### src/rtl/sp_types_pkg.sv
// Shared store-path types: DRAM beat geometry and the row store controller state encoding.
// Latency: n/a (types and constants only).
// Backpressure: n/a.
package sp_types_pkg;

    localparam int DRAM_BEAT_W   = 32;
    localparam int BEATS_PER_ROW = 4;
    localparam int DRAM_ROW_W    = DRAM_BEAT_W * BEATS_PER_ROW;

    typedef enum logic [1:0] {
        IDLE  = 2'd0,
        WRITE = 2'd1,
        DONE  = 2'd2
    } dram_store_state_t;

endpackage

### src/rtl/dram_store_ctrl_if.sv
// Signal bundle between the store FSM, the row store controller and the DRAM write port.
// Latency: n/a (wiring only).
// Backpressure: dram_ready from DRAM stalls the current beat; sStore is held until sStore_hit.
interface dram_store_ctrl_if #(
    parameter int WORD_W       = 32,
    parameter int BEAT_W       = 32,
    parameter int BITS_PER_ROW = 128
);
    logic                    sStore;
    logic [WORD_W-1:0]       store_addr;
    logic [BITS_PER_ROW-1:0] store_data;
    logic                    sStore_hit;
    logic                    dram_wen;
    logic [WORD_W-1:0]       dram_addr;
    logic [BEAT_W-1:0]       dram_wdata;
    logic                    dram_ready;
    logic                    busy;
    logic                    store_err;

    modport ctrl (
        input  sStore, store_addr, store_data, dram_ready,
        output sStore_hit, dram_wen, dram_addr, dram_wdata, busy, store_err
    );
endinterface

### src/rtl/dram_store_ctrl.sv
// Row store controller: latches one row and writes it to DRAM as BITS_PER_ROW/BEAT_W beats.
// Latency: sStore_hit in cycle N+BEATS+1 for request cycle N, plus one cycle per ready-low cycle.
// Backpressure: beat held stable while dram_ready is low; optional stall abort (DRAM_STORE_TIMEOUT_EN).
//
// Ports: CLK/RST (async, active-high); sStore/store_addr/store_data request from the store FSM;
// sStore_hit/store_err completion pulse; dram_wen/dram_addr/dram_wdata/dram_ready beat handshake;
// busy high whenever not IDLE. Define DRAM_STORE_TIMEOUT_EN to enable the stall timeout.
module dram_store_ctrl
    import sp_types_pkg::*;
#(
    parameter int BEAT_W         = DRAM_BEAT_W,
    parameter int BITS_PER_ROW   = DRAM_ROW_W,
    parameter int WORD_W         = 32,
    parameter int TIMEOUT_CYCLES = 1024
) (
    input  logic                    CLK,
    input  logic                    RST,
    input  logic                    sStore,
    input  logic [WORD_W-1:0]       store_addr,
    input  logic [BITS_PER_ROW-1:0] store_data,
    output logic                    sStore_hit,
    output logic                    dram_wen,
    output logic [WORD_W-1:0]       dram_addr,
    output logic [BEAT_W-1:0]       dram_wdata,
    input  logic                    dram_ready,
    output logic                    busy,
    output logic                    store_err
);

    localparam int BEATS   = BITS_PER_ROW / BEAT_W;
    localparam int BEAT_CW = (BEATS > 1) ? $clog2(BEATS) : 1;
    localparam int ROW_AW  = $clog2(BITS_PER_ROW / 8);
    // Clears the byte-offset-within-row bits so the base is row aligned.
    localparam logic [WORD_W-1:0]  ADDR_MASK  = ~((WORD_W'(1) << ROW_AW) - WORD_W'(1));
    localparam logic [WORD_W-1:0]  BEAT_BYTES = WORD_W'(BEAT_W / 8);
    localparam logic [BEAT_CW-1:0] LAST_BEAT  = BEAT_CW'(BEATS - 1);

    dram_store_ctrl_if #(
        .WORD_W      (WORD_W),
        .BEAT_W      (BEAT_W),
        .BITS_PER_ROW(BITS_PER_ROW)
    ) u_if ();

    assign u_if.sStore     = sStore;
    assign u_if.store_addr = store_addr;
    assign u_if.store_data = store_data;
    assign u_if.dram_ready = dram_ready;

    dram_store_state_t       state_q, state_d;
    logic [BEAT_CW-1:0]      beat_q, beat_d;
    logic [WORD_W-1:0]       base_q, base_d;
    logic [BITS_PER_ROW-1:0] row_q, row_d;
    logic                    wen_w;
    logic                    hit_w;
    logic                    err_w;

`ifdef DRAM_STORE_TIMEOUT_EN
    localparam int TMO_CW = $clog2(TIMEOUT_CYCLES + 1);
    localparam logic [TMO_CW-1:0] TMO_LAST = TMO_CW'(TIMEOUT_CYCLES - 1);

    logic [TMO_CW-1:0] stall_q, stall_d;
    logic              err_q, err_d;

    always_ff @(posedge CLK or posedge RST) begin
        if (RST) begin
            stall_q <= '0;
            err_q   <= 1'b0;
        end else begin
            stall_q <= stall_d;
            err_q   <= err_d;
        end
    end

    assign err_w = (state_q == DONE) && err_q;
`else
    // Constant 0; comparing against the stall limit keeps the parameter list shared by both builds.
    assign err_w = (TIMEOUT_CYCLES < 0);
`endif

    always_ff @(posedge CLK or posedge RST) begin
        if (RST) begin
            state_q <= IDLE;
            beat_q  <= '0;
            base_q  <= '0;
            row_q   <= '0;
        end else begin
            state_q <= state_d;
            beat_q  <= beat_d;
            base_q  <= base_d;
            row_q   <= row_d;
        end
    end

    always_comb begin
        state_d = state_q;
        beat_d  = beat_q;
        base_d  = base_q;
        row_d   = row_q;
        wen_w   = 1'b0;
        hit_w   = 1'b0;
`ifdef DRAM_STORE_TIMEOUT_EN
        stall_d = stall_q;
        err_d   = err_q;
`endif
        case (state_q)
            IDLE: begin
                if (u_if.sStore) begin
                    base_d  = u_if.store_addr & ADDR_MASK;
                    row_d   = u_if.store_data;
                    beat_d  = '0;
                    state_d = WRITE;
`ifdef DRAM_STORE_TIMEOUT_EN
                    stall_d = '0;
                    err_d   = 1'b0;
`endif
                end
            end
            WRITE: begin
                wen_w = 1'b1;
                if (u_if.dram_ready) begin
                    beat_d = beat_q + BEAT_CW'(1);
                    if (beat_q == LAST_BEAT) begin
                        state_d = DONE;
                    end
`ifdef DRAM_STORE_TIMEOUT_EN
                    stall_d = '0;
                end else begin
                    // This stall cycle brings the consecutive count to the limit.
                    stall_d = stall_q + TMO_CW'(1);
                    if (stall_q == TMO_LAST) begin
                        state_d = DONE;
                        err_d   = 1'b1;
                    end
`endif
                end
            end
            DONE: begin
                hit_w   = 1'b1;
                state_d = IDLE;
            end
            default: state_d = IDLE;
        endcase
    end

    // Address and data are pure functions of latched state, so they stay put while stalled.
    assign u_if.dram_wen   = wen_w;
    assign u_if.dram_addr  = wen_w ? (base_q + WORD_W'(beat_q) * BEAT_BYTES) : '0;
    assign u_if.dram_wdata = wen_w ? row_q[int'(beat_q) * BEAT_W +: BEAT_W] : '0;
    assign u_if.sStore_hit = hit_w;
    assign u_if.busy       = (state_q != IDLE);
    assign u_if.store_err  = err_w;

    assign sStore_hit = u_if.sStore_hit;
    assign dram_wen   = u_if.dram_wen;
    assign dram_addr  = u_if.dram_addr;
    assign dram_wdata = u_if.dram_wdata;
    assign busy       = u_if.busy;
    assign store_err  = u_if.store_err;

endmodule

### config.mk
export PLATFORM = sky130hd
export DESIGN_NAME = dram_store_ctrl
export DESIGN_NICKNAME = d
export VERILOG_FILES = /design/src/rtl/sp_types_pkg.sv /design/src/rtl/dram_store_ctrl_if.sv /design/src/rtl/dram_store_ctrl.sv
export SDC_FILE = /design/constraint.sdc
export NUM_CORES = 1
export LEC_CHECK = 0
export ABC_AREA = 1
export BUFFER_PORTS_ARGS = -buffer_cell sky130_fd_sc_hd__buf_2
export CELL_PAD_IN_SITES_DETAIL_PLACEMENT = 1
export CELL_PAD_IN_SITES_GLOBAL_PLACEMENT = 2
export CORE_UTILIZATION = 26
export CTS_CLUSTER_SIZE = 28
export DETAILED_ROUTE_END_ITERATION = 6
export PLACE_DENSITY_LB_ADDON = 0.25
export SETUP_SLACK_MARGIN = 0.1
export SLEW_MARGIN = 40
export SYNTH_ARGS = -nofsm -noshare
export SYNTH_HDL_FRONTEND = slang
export SYNTH_SLANG_ARGS = --single-unit
### constraint.sdc
create_clock -name CLK -period 4.8 [get_ports CLK]
set_input_delay 0.24 -clock CLK [delete_from_list [all_inputs] [get_ports CLK]]
set_output_delay 0.24 -clock CLK [all_outputs]
set_load 0.005 [all_outputs]
# Word level (Yosys, flattened, before mapping)
# Cells that the tools add are included.
# classes
addsub,2
eq_ne,6
shifts,1
n_mux,11
n_reduce_logical,6
# op_table
cell,n
128-bit by 8-bit indexed part select with 32-bit output,1
32-bit 2-to-1 mux,2
32-bit by 4-bit adder with 32-bit output,1
2-bit 2-to-1 mux,5
2-bit one-hot mux with 2 select lines,2
2-bit inequality test (second input constant),3
3-bit AND reduction,2
2-bit == test (second input constant),2
2-bit nonzero test,2
2-bit by 1-bit adder with 2-bit output (second input constant),1
2-bit by 1-bit == test with 1-bit output (second input constant),1
2-bit logical NOT,1
1-bit 2-to-1 mux,2
2-bit AND reduction,1
# word_totals
reg_bits,160
inputBits,164
output_inout_bits,68
wordCells,30

# Depth between registers and ports, before layout
# logic_depth
ltp_word,4
depth_mapped,7
depth_no_buf,7

# Worst setup path before layout
# OpenSTA, ideal clock, no wires.
# synth_path
kind,reg-to-output
start,reg beat_q[1]
end,out dram_wdata[22]
arrival_time_ns,1.047
required_ns,4.560
path_slack_ns,3.513
path_stages_with_launch,6
n_path_buf,2
path_cell_list,dfrtp_1 > buf_2 > inv_1 > buf_2 > nand3_1 > a21oi_1
# synth_between
elab_chain_len,2
# synth_lines
element,line_no,text
start: declaration,dram_store_ctrl.sv:50,"logic [BEAT_CW-1:0] beat_q, beat_d;"
start signal: assignment,dram_store_ctrl.sv:88,beat_q <= beat_d;
128-bit by 8-bit indexed part select with 32-bit output,dram_store_ctrl.sv:148,assign u_if.dram_wdata = wen_w ? row_q[int'(beat_q) * BEAT_W +: BEAT_W] : '0;
32-bit 2-to-1 mux,dram_store_ctrl.sv:148,
end: declaration,dram_store_ctrl.sv:24,"output logic [BEAT_W-1:0] dram_wdata,"
# No other way between the ends.

# Final worst setup path
# layout_path
start,reg state_q[0]
end,out dram_wen
# layout_between
elab_chain_len,2
# layout_lines
element,line_no,text
start: declaration,dram_store_ctrl.sv:49,"dram_store_state_t state_q, state_d;"
start signal: assignment,dram_store_ctrl.sv:87,state_q <= state_d;
2-bit by 1-bit == test with 1-bit output,dram_store_ctrl.sv:105,case (state_q)
1-bit 2-to-1 mux,dram_store_ctrl.sv:105,
end: declaration,dram_store_ctrl.sv:22,"output logic dram_wen,"
# No other way between the ends.

==> impl_metrics.env <==
export IMPL_status="finished clean"
export IMPL_design_die_area_um2=29500
export IMPL_power_sequential_fraction_pct=34.8
export IMPL_flow_area_growth_from_synthesis_pct=26.2
export IMPL_clk_insertion_delay_late_ps=430
export IMPL_synth_top_cell_by_area="sky130_fd_sc_hd__dfrtp_1"
export IMPL_clock_sinks=160
export IMPL_clockBufferDepth=2
export IMPL_most_common_cell_after_layout_fill_and_taps_aside="sky130_fd_sc_hd__buf_2"
export IMPL_count_of_nets_left_with_antenna_violations_after_detail_routing=0
export IMPL_grt_setup_unrepaired="no"
export IMPL_r2r_cells=7
export IMPL_p_clk_share_pct=21.4
export IMPL_drv_slew=0
export IMPL_final_setup_skew_ps=12.8
export IMPL_timing_hold_violations_final=0
export IMPL_fin_crit_sh_pct=52.0
export IMPL_worst_setup_path_start_kind="register"
export IMPL_critPathRequiredTime_ps=4560
export IMPL_wl_um=22400
export IMPL_globalRoute_totalOverflow=0
export IMPL_placed_wire_length_estimate_after_detailed_placement_um=14300
export IMPL_timing_final_crit_period_ps=2500
export IMPL_timing_fmax_mhz=401
export IMPL_stdcell_count=1558
export IMPL_detailedPlace_worstSlack_ps=2600
export IMPL_routedWlPerCell_um=14.4
export IMPL_grt_start_max_net_pins=152
export IMPL_clock_pin_slew_on_the_worst_setup_and_hold_paths_ps=70
export IMPL_setup_worst_path_end_class="output port"
export IMPL_setup_viol_count_final=0
export IMPL_totalPowerFinal_w=0.00613
export IMPL_crit_path_cell_trace="nand2_2 -> buf_4 -> inv_1 -> buf_2"
export IMPL_maxSlewHeadroom_pct=51.4
export IMPL_synthTopCellsByArea="sky130_fd_sc_hd__dfrtp_1 (53%), sky130_fd_sc_hd__a21oi_1 (13%), sky130_fd_sc_hd__nor2_1 (9.5%)"
export IMPL_setup_reg_to_reg_worst_slack_ps=2700
export IMPL_postCtsSetupRepairBufs=0
export IMPL_grt_antenna_before_repair=6
export IMPL_total_switching_power_w=0.00250
export IMPL_post_synth_top_area_fraction_pct=53.4
export IMPL_ys_seq_area_share_pct=53.4
export IMPL_cp_data_arrival_time_ps=2260
export IMPL_cts_htree_levels=4
export IMPL_root_buf_cell="sky130_fd_sc_hd__clkbuf_16"
export IMPL_gr_usage_all_layers_pct=15.8
export IMPL_min_delay_path_depth=3
export IMPL_cpPeakStageDelay_ps=560
export IMPL_critical_path_max_fanout=37
export IMPL_synth_avg_cell_area_um2=7.71
export IMPL_postCtsResizedCells=0
export IMPL_internal_cell_power_w=0.00363
export IMPL_maxCapViolations=0
export IMPL_synth_lib_cells_used_distinct=16
export IMPL_p_leak_nw=5.15
export IMPL_die_w_um=172
export IMPL_setup_total_negative_slack_ps=0
export IMPL_numPlacedInstances=1520
export IMPL_start_util_pct=26.7
export IMPL_cts_tree="yes"
export IMPL_worstHoldPathType="input pin to register"
export IMPL_buffer_and_inverter_count_on_the_worst_path=3
export IMPL_path_class="register to output port"
export IMPL_tritoncts_buffer_count=17
export IMPL_dr_first_iter_drc_count=224
export IMPL_vias=6746
export IMPL_placement_rows=61
export IMPL_die_h_um=172
export IMPL_r2r_path_end="beat_q[1]"
export IMPL_drtPass1Iterations=4
export IMPL_hold_path_end="row_q[37]"
export IMPL_syn_instance_count=973
export IMPL_cellPowerDensity_nw_per_um2=648
export IMPL_tightestPinTransition_ps=726
export IMPL_layout_drive_gt1_share_pct=23.0
export IMPL_crit_path_top_delay_cell="sky130_fd_sc_hd__nand2_2"
export IMPL_setup_slack_ps=2300
export IMPL_syn_area_um2=7500
export IMPL_count_of_buffers_from_port_buffering=224
export IMPL_logic_pwr_share_pct=43.8
export IMPL_synthesis_stage_register_bit_count=160
export IMPL_via_per_inst=4.33
export IMPL_gp_congestion=0.666
export IMPL_num_nets_final=1327
export IMPL_min_delay_start="store_data[37]"
export IMPL_yosysWarnings=0
export IMPL_boundaryPins=232
export IMPL_first_pass_grt_wire_length_um=35900
export IMPL_first_global_vias=6916
export IMPL_post_route_util_pct=33.7
export IMPL_layout_common_cells="sky130_fd_sc_hd__buf_2 (224), sky130_fd_sc_hd__nor2_1 (189), sky130_fd_sc_hd__a21oi_1 (188), sky130_fd_sc_hd__inv_1 (161), sky130_fd_sc_hd__dfrtp_1 (158)"
export IMPL_rr_startpoint="state_q[0]"
export IMPL_post_route_drc_count=0
export IMPL_power_switching_fraction_pct=40.8
export IMPL_ir_drop_mv=0.251
export IMPL_core_um2=28100
export IMPL_cpLargestDelayFamily="buffers and inverters"
## metal layers
layer | GRT usage, % | vias up | share of wire (%)
li1 | - | 3354 | -
met1 | 19.4 | 3225 | 44
met2 | 26.3 | 146 | 48
met3 | 5.50 | 17 | 7.1
met4 | 3.69 | 4 | 0.86
met5 | 0 | - | 0.098
## cells in the mapped netlist
library cell               number
sky130_fd_sc_hd__nand4_1        1
sky130_fd_sc_hd__buf_4          4
sky130_fd_sc_hd__nor2_1       189
sky130_fd_sc_hd__clkbuf_1      16
sky130_fd_sc_hd__nand3_1       66
sky130_fd_sc_hd__ha_1           1
sky130_fd_sc_hd__inv_1        164
sky130_fd_sc_hd__nand2_1      137
sky130_fd_sc_hd__buf_6          6
sky130_fd_sc_hd__nor2_2         1
sky130_fd_sc_hd__a21oi_1      188
sky130_fd_sc_hd__conb_1         1
sky130_fd_sc_hd__dfrtp_1      160
sky130_fd_sc_hd__nand2_4        1
sky130_fd_sc_hd__buf_1          3
sky130_fd_sc_hd__buf_2         35
## worst register-to-register path: cells and delay by family (launching register included)
kind,cells,cell delay (ps)
and+or+nand+nor,5,900
buffers and inverters,2,690
DFF,1,420
## cell type report
type	count	area, um2
tap	378	473
inverter	164	627
multi-input combinational	587	2550
sequential	160	4010
antenna	5	12.5
clock inverter	14	128
clock buffer	18	429
timing repair buffer	232	1230
fill	3546	18600
## what timing repair did
action | CTS | global route
endpoints found under the setup margin | 0 | 0
hold endpoints to repair | 81 | 0
hold buffers | 1 | 0
## flip-flops by register name, summed over array words and instances, names as in the netlist
register / cells
row_q: 128
state_q: 2
base_q: 28
beat_q: 2
## through the flow
step           instance area, um2  hold slack [ps]
4_1_cts                      9450             34.8
2_1_floorplan                7510              392
5_1_grt                      9450             45.3
3_5_place_dp                 8880              381
6_report                     9460             52.7
3_3_place_gp                 8840              463
## how the worst max path moves through the flow
stage / end / start / slack, ps / cells past startpoint
detailed placement: beat_q[1] / state_q[0] / 2600 / 7
global placement: row_q[82] / state_q[0] / 2410 / 5
CTS: dram_wen / state_q[0] / 2180 / 4
floorplan: base_q[10] / RST / 240 / 1
global route: dram_wen / state_q[1] / 2080 / 5
finish: dram_wen / state_q[0] / 2300 / 4
## cells by family after synthesis
group / share of synthesized area, %
other: 0.0500
AND/OR/NAND/NOR: 21.0
flip-flops: 53.4
adder cells (fa/ha/maj): 0.167
AO/OA/AOI/OAI: 12.5
buffers and inverters: 12.8
## power groups by stage
stage | clock, W | sequential, W | combinational, W
2_1_floorplan | 0 | 0.00212 | 0.00181
4_1_cts | 0.00136 | 0.00214 | 0.00278
3_5_place_dp | 0 | 0.00217 | 0.00276
6_report | 0.00131 | 0.00213 | 0.00268
5_1_grt | 0.00141 | 0.00220 | 0.00312
3_3_place_gp | 0 | 0.00214 | 0.00272
(Power assumes the default switching activity.)
